**src/rtl/branch_resolve_ctrl.sv**
```systemverilog
// -----------------------------------------------------------------------------
// branch_resolve_ctrl
//
// Multicycle controller that resolves one control-transfer instruction at a
// time between decode and the IFU. The instruction is captured in IDLE,
// evaluated from the registered operands in EVAL, and presented in RESP.
// RESP carries a result to writeback and, on a misprediction, also a PC
// redirect plus a one-cycle flush to fetch.
//
// Handshake rule (applies to in_*, out_* and redirect_*):
//   A transfer happens on a rising clk edge where valid && ready are both 1.
//   A valid, once raised, stays high with stable payload until its transfer.
//   The sender never waits on ready before raising valid.
//
// Ports:
//   clk, rst             clock (rising edge), async active-high reset
//   in_valid/in_ready    instruction handshake from decode
//   in_pc, in_imm        instruction PC and sign-extended offset
//   in_rs1, in_rs2       source operands
//   in_branch_type       001 beq, 010 bne, 011 blt, 100 bge, 101 bltu, 110 bgeu
//   in_jump              00 branch, 01 jal, 10 jalr, 11 treated as branch
//   in_pred_taken        fetch-side direction prediction
//   out_valid/out_ready  result handshake to writeback
//   out_taken            resolved direction
//   out_target           resolved next PC
//   out_link             pc+4 for the jal/jalr rd write
//   redirect_valid/ready redirect handshake to the IFU (mispredicts only)
//   redirect_pc          restart address, equal to out_target
//   flush                high in the cycle the redirect transfer completes
//   cnt_branch           completed control transfers (wraps)
//   cnt_mispredict       completed mispredictions (wraps)
// -----------------------------------------------------------------------------
module branch_resolve_ctrl #(
  parameter int XLEN  = 32,
  parameter int CNT_W = 32
) (
  input  logic             clk,
  input  logic             rst,
  input  logic             in_valid,
  output logic             in_ready,
  input  logic [XLEN-1:0]  in_pc,
  input  logic [XLEN-1:0]  in_imm,
  input  logic [XLEN-1:0]  in_rs1,
  input  logic [XLEN-1:0]  in_rs2,
  input  logic [2:0]       in_branch_type,
  input  logic [1:0]       in_jump,
  input  logic             in_pred_taken,
  output logic             out_valid,
  input  logic             out_ready,
  output logic             out_taken,
  output logic [XLEN-1:0]  out_target,
  output logic [XLEN-1:0]  out_link,
  output logic             redirect_valid,
  input  logic             redirect_ready,
  output logic [XLEN-1:0]  redirect_pc,
  output logic             flush,
  output logic [CNT_W-1:0] cnt_branch,
  output logic [CNT_W-1:0] cnt_mispredict
);

  typedef enum logic [1:0] {
    IDLE = 2'd0,
    EVAL = 2'd1,
    RESP = 2'd2
  } state_t;

  state_t state_q, state_d;

  // Captured instruction
  logic [XLEN-1:0] pc_q, imm_q, rs1_q, rs2_q;
  logic [2:0]      btype_q;
  logic [1:0]      jump_q;
  logic            pred_q;

  // Resolution results and per-handshake completion flags
  logic            misp_q;
  logic            out_done_q;
  logic            redir_done_q;

  // FSM control strobes
  logic            idle_ready;
  logic            accept;
  logic            eval;
  logic            out_hs;
  logic            redir_hs;
  logic            complete;

  // ---------------------------------------------------------------------------
  // FSM: state register
  // ---------------------------------------------------------------------------
  always_ff @(posedge clk or posedge rst) begin
    if (rst) state_q <= IDLE;
    else     state_q <= state_d;
  end

  // ---------------------------------------------------------------------------
  // FSM: next state and handshake outputs
  // ---------------------------------------------------------------------------
  always_comb begin
    state_d        = state_q;
    idle_ready     = 1'b0;
    accept         = 1'b0;
    eval           = 1'b0;
    out_valid      = 1'b0;
    redirect_valid = 1'b0;
    out_hs         = 1'b0;
    redir_hs       = 1'b0;
    flush          = 1'b0;
    complete       = 1'b0;
    case (state_q)
      IDLE: begin
        idle_ready = 1'b1;
        accept     = in_valid;
        if (in_valid) state_d = EVAL;
      end
      EVAL: begin
        eval    = 1'b1;
        state_d = RESP;
      end
      RESP: begin
        out_valid      = ~out_done_q;
        redirect_valid = misp_q & ~redir_done_q;
        out_hs         = out_valid & out_ready;
        redir_hs       = redirect_valid & redirect_ready;
        flush          = redir_hs;
        // A correctly predicted transfer has no redirect to wait for.
        complete       = (out_done_q | out_hs) &
                         (~misp_q | redir_done_q | redir_hs);
        if (complete) state_d = IDLE;
      end
      default: state_d = IDLE;
    endcase
  end

  // Reset holds every output low, including in_ready.
  assign in_ready = idle_ready & ~rst;

  // ---------------------------------------------------------------------------
  // Evaluation datapath, driven only by the captured operands
  // ---------------------------------------------------------------------------
  logic            cond;
  logic            is_jal, is_jalr;
  logic            taken_c;
  logic [XLEN-1:0] br_tgt, jalr_sum, link_c, target_c;

  always_comb begin
    case (btype_q)
      3'b001:  cond = (rs1_q == rs2_q);
      3'b010:  cond = (rs1_q != rs2_q);
      3'b011:  cond = ($signed(rs1_q) <  $signed(rs2_q));
      3'b100:  cond = ($signed(rs1_q) >= $signed(rs2_q));
      3'b101:  cond = (rs1_q <  rs2_q);
      3'b110:  cond = (rs1_q >= rs2_q);
      default: cond = 1'b0;
    endcase
  end

  assign is_jal   = (jump_q == 2'b01);
  assign is_jalr  = (jump_q == 2'b10);
  assign taken_c  = is_jal | is_jalr | cond;
  assign br_tgt   = pc_q + imm_q;
  assign jalr_sum = rs1_q + imm_q;
  assign link_c   = pc_q + XLEN'(4);
  assign target_c = is_jalr ? (jalr_sum & ~XLEN'(1)) :
                    taken_c ? br_tgt : link_c;

  // ---------------------------------------------------------------------------
  // Datapath registers and counters
  // ---------------------------------------------------------------------------
  always_ff @(posedge clk or posedge rst) begin
    if (rst) begin
      pc_q           <= '0;
      imm_q          <= '0;
      rs1_q          <= '0;
      rs2_q          <= '0;
      btype_q        <= '0;
      jump_q         <= '0;
      pred_q         <= 1'b0;
      misp_q         <= 1'b0;
      out_done_q     <= 1'b0;
      redir_done_q   <= 1'b0;
      out_taken      <= 1'b0;
      out_target     <= '0;
      out_link       <= '0;
      redirect_pc    <= '0;
      cnt_branch     <= '0;
      cnt_mispredict <= '0;
    end else begin
      if (accept) begin
        pc_q    <= in_pc;
        imm_q   <= in_imm;
        rs1_q   <= in_rs1;
        rs2_q   <= in_rs2;
        btype_q <= in_branch_type;
        jump_q  <= in_jump;
        pred_q  <= in_pred_taken;
      end
      if (eval) begin
        out_taken    <= taken_c;
        out_target   <= target_c;
        out_link     <= link_c;
        redirect_pc  <= target_c;
        misp_q       <= (taken_c != pred_q);
        out_done_q   <= 1'b0;
        redir_done_q <= 1'b0;
      end
      if (out_hs)   out_done_q   <= 1'b1;
      if (redir_hs) redir_done_q <= 1'b1;
      if (complete) begin
        cnt_branch <= cnt_branch + CNT_W'(1);
        if (misp_q) cnt_mispredict <= cnt_mispredict + CNT_W'(1);
      end
    end
  end

endmodule

```
**config.mk**
```make
export PLATFORM = sky130hd
export DESIGN_NAME = branch_resolve_ctrl
export DESIGN_NICKNAME = d
export VERILOG_FILES = /design/src/rtl/branch_resolve_ctrl.sv
export SDC_FILE = /design/constraint.sdc
export NUM_CORES = 1
export LEC_CHECK = 0
export ABC_CLOCK_PERIOD_IN_PS = 26900
export BUFFER_PORTS_ARGS = -buffer_cell sky130_fd_sc_hd__buf_2
export CAP_MARGIN = 20
export CORE_UTILIZATION = 40
export DETAILED_ROUTE_END_ITERATION = 7
export HOLD_SLACK_MARGIN = 0.03
export PLACE_DENSITY = 0.7
export SYNTH_ARGS = -nofsm -noshare
export SYNTH_HDL_FRONTEND = slang
export SYNTH_SLANG_ARGS = --single-unit
```
**constraint.sdc**
```tcl
create_clock -name clk -period 26.9 [get_ports clk]
set_input_delay 5.38 -clock clk [delete_from_list [all_inputs] [get_ports clk]]
set_output_delay 5.38 -clock clk [all_outputs]
set_load 0.02 [all_outputs]
```
==> metrics.yaml, run 1 <==
route:
  drtPass1Iterations: 5
  drc: 0
  wl_per_cell_microns: 18.3
  wl_mm: 43.2
  vias: 12600
  antenna_left: 0
  drt-initial-drc-count: 609
  via_per_inst: 5.33
pwr:
  power_frac_seq_pct: 26.4
  power_frac_comb_pct: 58.4
  pwr-share-clk_pct: 15.1
  switchingPower_mw: 1.30
  leakage_nw: 8.79
  peakVddDrop_v: 0.0000731
  power.density_mw_per_mm2: 151
  netSwitchingFraction_pct: 46.2
  p_int_mw: 1.51
floorplanning:
  die_y_microns: 200
  core_sq_mm: 0.0387
  start_util_pct: 40.6
  die-area_sq_mm: 0.0401
  io_pins: 304
  rows: 72
  die-width_microns: 200
job:
  cap_violations: 0
finish:
  utilization_pct: 47.9
  drive_gt1_share_pct: 28.6
  register_area_sq_mm: 0.00671
  fill_cells: 3643
  layout_commonest_cell: "buf_2"
  final_cell_area_sq_mm: 0.0186
  fin_nets: 2053
  final_cell_mix: "buf_2, dfrtp_1, nand2_1, mux2_2, ha_1"
  final_cells: 2357
  multiInputGateArea_sq_mm: 0.00830
  area_delta_synth_final_pct: 18.0
cts:
  cts_resized: 0
  clock-sinks: 268
  clk-insertion-delay-late_ps: 590
  htree_num_levels: 1
  cts_made_buffers: 31
  clock_tree.root_cell: "clkbuf_16"
  max-clock-path-buffers: 3
  clk_pin_slew_worst_paths_ps: 60
  cts_setup_buffers: 0
  cts_tree: "done"
  hold_buffers: 0
sta:
  fmax_mhz: 89.1
  period_needed_ps: 11230
  maxSlewViolCount: 0
  relSlewSlack_pct: 26.7
  rsz0062_at_grt: "false"
  finalCritPeriodShare_pct: 41.7
  fin_skew_ps: 15.5
  fin_tns_setup_ps: 0
  finalSetupViolCount: 0
  hold_violations: 0
  tightest_slew_ps: 1070
  timing.hold.ws_ps: 469
critical_path:
  path_max_fanout: 2
  r2r_start: "rs1_q[31]"
  worst_setup_path_start_kind: "primary input"
  worstSetupEndpointType: "output port"
  critPathMaxStageDelay_ps: 190
  crit_chain: "buf_2 > nor3_1 > buf_2"
  path_class: "in2out"
  cp.required_ps: 21520
  cp_common_cell: "buf_2"
  r2r_cells: 9
  critPathArrivalTime_ps: 5850
  cpMaxStageDelayCell: "buf_2"
  crit_path_start: "rst"
global_routing:
  busiest_layer: "met2"
  grt_pass1_vias: 12300
  grt_pass1_wl_mm: 68.4
  grt_antenna_before_repair: 5
  use_met1_pct: 30.3
  met3_usage_pct: 3.11
  grtUsageMet2_pct: 34.0
  grt_max_degree: 175
  grt_usage_pct: 21.4
  overflow: 0
synthesis:
  syn-instance-count: 1550
  syn_nets: 1788
  ys_types: 107
  synthFlopType: "dfrtp_1"
  synth-edff-count: 0
  synth-seq-cells: 268
  async_reset_ff_share_pct: 100
  syn_area_sq_mm: 0.0157
  avgSynthCellArea_sq_um: 10.1
  ys_warn_count: 0
  seq_area_frac_synth_pct: 42.6
hold_path:
  hold_path.class: "reg2reg"
  holdPathStages: 2
  worstHoldStart: "out_link[6]"
place:
  placed_area_sq_mm: 0.0175
  place_inst: 2299
  port_buffers: 303
  hpwl_mm: 32.5
  place_congestion: 0.912
outcome:
  status: "completed"
[cell type report]
type / instances / share of cell area (%)
diodes: 1 / 0.0135
clock buffers: 47 / 4.99
clock inverters: 9 / 0.546
inverters: 69 / 1.44
multi-input cells: 1134 / 44.7
flip-flops and latches: 268 / 36.1
well taps: 518 / 3.49
repair buffers: 311 / 8.67
[worst paths after layout]
path / end / slack (ps)
min: out_link[6] / 470
max in group asynchronous: rs1_q[27] / 19900
max: in_ready / 15670
min reg2reg: out_link[6] / 470
max reg2reg: redirect_pc[27] / 23050
min in group asynchronous: cnt_mispredict[31] / 4980
[power groups by stage]
| stage | Clock [mW] | Combinational (mW) | Sequential (mW) |
|---|---|---|---|
| 3_3_place_gp | 0 | 1.59 | 0.745 |
| 4_1_cts | 0.435 | 1.64 | 0.745 |
| 2_1_floorplan | 0 | 1.24 | 0.739 |
| 3_5_place_dp | 0 | 1.63 | 0.752 |
| 5_1_grt | 0.449 | 1.81 | 0.767 |
| 6_report | 0.425 | 1.64 | 0.743 |
[metrics by stage]
stage          setup WS (ps)  power, mW
2_1_floorplan          14140       1.98
3_3_place_gp           15680       2.34
3_5_place_dp           15680       2.38
4_1_cts                15680       2.82
5_1_grt                15650       3.03
6_report               15670       2.81
[layer usage]
layer	vias up	wire, microns
li1	6008	-
met1	6066	20300
met2	398	19400
met3	74	2160
met4	8	1220
met5	-	41
[worst max-delay path: cells and delay by family]
kind	cells	cell delay, ps
buffers and inverters	2	340
AND/OR/NAND/NOR	1	130
[sequential cells by signal, indices dropped and copies added, names as in the netlist, 2 cells and up]
signal,count
cnt_branch,32
cnt_mispredict,32
imm_q,32
out_link,32
pc_q,32
redirect_pc,32
rs1_q,32
rs2_q,32
btype_q,3
jump_q,2
state_q,2
[Yosys cell counts (all sizes together) (9+ instances only)]
cell type,number,share of area [%]
a31oi,9,0.40
nand2,194,4.7
inv,68,1.6
buf,42,2.0
and3,18,0.73
nor3,33,1.4
mux2,105,7.5
xor2,49,2.7
a21oi,77,2.5
mux2i,21,1.3
nand4,26,1.1
nor2b,12,0.53
a21o,20,0.96
clkbuf,37,1.0
ha,97,7.7
a22oi,15,0.72
dfrtp,268,43
nand3,48,1.7
o21a,10,0.48
and4,10,0.56
o21ai,108,3.5
nor2,70,1.8
xnor2,92,5.1
[kinds of logic (layout without fill, tap and decap cells)]
logic type / Yosys count / after routing / synth area share, %
simple gates: 455 / 455 / 14.8
other cells: 0 / 1 / 0
xor+xnor: 141 / 141 / 7.85
flops: 268 / 268 / 42.6
fa+ha+maj: 99 / 99 / 7.97
buf+inv: 148 / 436 / 4.69
mux: 126 / 126 / 8.88
compound gates: 313 / 313 / 13.2
Note: power is estimated with default switching activity, not from simulation.
==> run 2: changes to the inputs <==
--- a/config.mk
+++ b/config.mk
@@ -5,7 +5,7 @@
 export SDC_FILE = /design/constraint.sdc
 export NUM_CORES = 1
 export LEC_CHECK = 0
-export ABC_CLOCK_PERIOD_IN_PS = 26900
+export ABC_CLOCK_PERIOD_IN_PS = 10830
 export BUFFER_PORTS_ARGS = -buffer_cell sky130_fd_sc_hd__buf_2
 export CAP_MARGIN = 20
 export CORE_UTILIZATION = 40
==> constraint.sdc (replaced) <==
create_clock -name clk -period 10.83 [get_ports clk]
set_input_delay 2.166 -clock clk [delete_from_list [all_inputs] [get_ports clk]]
set_output_delay 2.166 -clock clk [all_outputs]
set_load 0.02 [all_outputs]
==> run 2 against run 1 <==
  * Global-route usage shrank 0.22 points
  * Register-to-register slack lost 16000 ps
  * Highest routed layer unchanged
  * Die area is the same
  * Critical path type unchanged
  * Non-clock buffer count shrank 1
==> metrics.yaml, run 2 (same netlist as run 1, synthesis figures left out) <==
critical_path:
  critPathArrivalTime_ps: 2640  # was 5850 ps
  worstSetupEndpointType: "output port"  # unchanged
  cp.required_ps: 8660  # was 21,520 ps
  rrSetupSlack_ps: 7020  # was 23,050 ps
  worst_setup_path_start_kind: "primary input"  # unchanged
  path_max_fanout: 2  # unchanged
  path_class: "in2out"  # unchanged
route:
  via_per_inst: 5.26  # was 5.33
  wl_per_cell_microns: 18.1  # was 18.3 microns
  wl_mm: 42.7  # was 43.2 mm
  antenna_left: 0  # unchanged
  drt-initial-drc-count: 489  # was 609
  vias: 12400  # was 12,600
  drtPass1Iterations: 5  # unchanged
  drc: 0  # unchanged
finish:
  final_cell_mix: "buf_2, dfrtp_1, nand2_1, mux2_2, ha_1"  # unchanged
  layout_commonest_cell: "buf_2"  # unchanged
  fin_nets: 2052  # was 2,053
  drive_gt1_share_pct: 28.7  # was 28.6%
  area_delta_synth_final_pct: 18.5  # was 18.0%
  utilization_pct: 48.1  # was 47.9%
floorplanning:
  io_pins: 304  # unchanged
  core_sq_mm: 0.0387  # unchanged
  rows: 72  # unchanged
  die_y_microns: 200  # unchanged
  die-area_sq_mm: 0.0401  # unchanged
  start_util_pct: 40.6  # unchanged
  die-width_microns: 200  # unchanged
place:
  place_congestion: 0.906  # was 0.912
  port_buffers: 303  # unchanged
  hpwl_mm: 32.2  # was 32.5 mm
cts:
  cts_resized: 0  # unchanged
  clk_pin_slew_worst_paths_ps: 60  # about the same
  clock-sinks: 268  # unchanged
  clock_tree.root_cell: "clkbuf_16"  # unchanged
  max-clock-path-buffers: 3  # unchanged
  htree_num_levels: 1  # unchanged
  clk-insertion-delay-late_ps: 580  # was 590 ps
  cts_made_buffers: 31  # unchanged
  hold_buffers: 0  # unchanged
  cts_tree: "done"  # unchanged
  cts_setup_buffers: 0  # unchanged
sta:
  relSlewSlack_pct: 31.9  # was 26.7%
  fmax_mhz: 208
  hold_violations: 0  # unchanged
  period_needed_ps: 4810
  maxSlewViolCount: 0  # unchanged
  tightest_slew_ps: 996  # was 1070 ps
  fin_tns_setup_ps: 0  # unchanged
  finalCritPeriodShare_pct: 44.4
  rsz0062_at_grt: "false"  # unchanged
  finalSetupViolCount: 0  # unchanged
  fin_skew_ps: 12.5  # was 15.5 ps
pwr:
  peakVddDrop_v: 0.000156  # was 0.0000731 V
  leakage_nw: 8.81  # was 8.79 nW
  power.density_mw_per_mm2: 377  # was 151 mW/mm^2
global_routing:
  grt_antenna_before_repair: 4  # was 5
  grt_pass1_vias: 12100  # was 12,300
  overflow: 0  # unchanged
  grt_usage_pct: 21.2  # was 21.4%
  grt_max_degree: 175  # unchanged
  grt_pass1_wl_mm: 67.8  # was 68.4 mm
hold_path:
  hold_path.class: "reg2reg"  # unchanged
outcome:
  status: "completed"  # unchanged
job:
  cap_violations: 0  # unchanged
## run 2: power by group
part	leakage [nW]	internal, mW	switching, mW
clock network	0.537	0.697	0.427
registers	3.31	1.40	0.439
logic	4.96	1.71	2.35
## run 2: metrics by stage
stage / instances / power, mW / setup WS [ps] / hold slack, ps / area (sq um)
floorplan: 1550 / 4.91 / 1280 / 474 / 15700
global placement: 2298 / 5.80 / 6010 / 453 / 17500
detailed placement: 2298 / 5.90 / 6020 / 459 / 17500
CTS: 2355 / 7.06 / 6020 / 470 / 18600
global route: 2357 / 7.58 / 5990 / 477 / 18600
finish: 2357 / 7.03 / 6020 / 464 / 18600
## run 2: final cells by class
class,count,area [sq um]
multi-input cells,1134,8300
clock buffers,44,905
diodes,1,2.50
well taps,518,648
flip-flops and latches,268,6710
fillers,3617,20100
clock inverters,13,201
inverters,69,267
repair buffers,310,1600
## run 2: worst max-delay path, stage by stage
cell	delay [ps]
buf_2	150
nor3_1	130
buf_2	190
## run 2: layer usage
metal | vias up | routed length [microns] | global-route usage, %
li1 | 5998 | - | -
met4 | 4 | 1050 | 5.34
met1 | 5969 | 20500 | 30.5
met5 | - | 23 | 0
met2 | 359 | 19200 | 33.4
met3 | 62 | 1960 | 3.06
## run 2: worst paths after layout
path | from | to | cells after the start
setup / recovery | rst | in_ready | 3
max in group asynchronous | rst | imm_q[29] | 4
min in group asynchronous | rst | cnt_mispredict[23] | 2
hold / removal | cnt_branch[31] | cnt_branch[31] | 1
hold reg to reg | cnt_branch[31] | cnt_branch[31] | 1
setup reg to reg | rs1_q[31] | redirect_pc[27] | 9
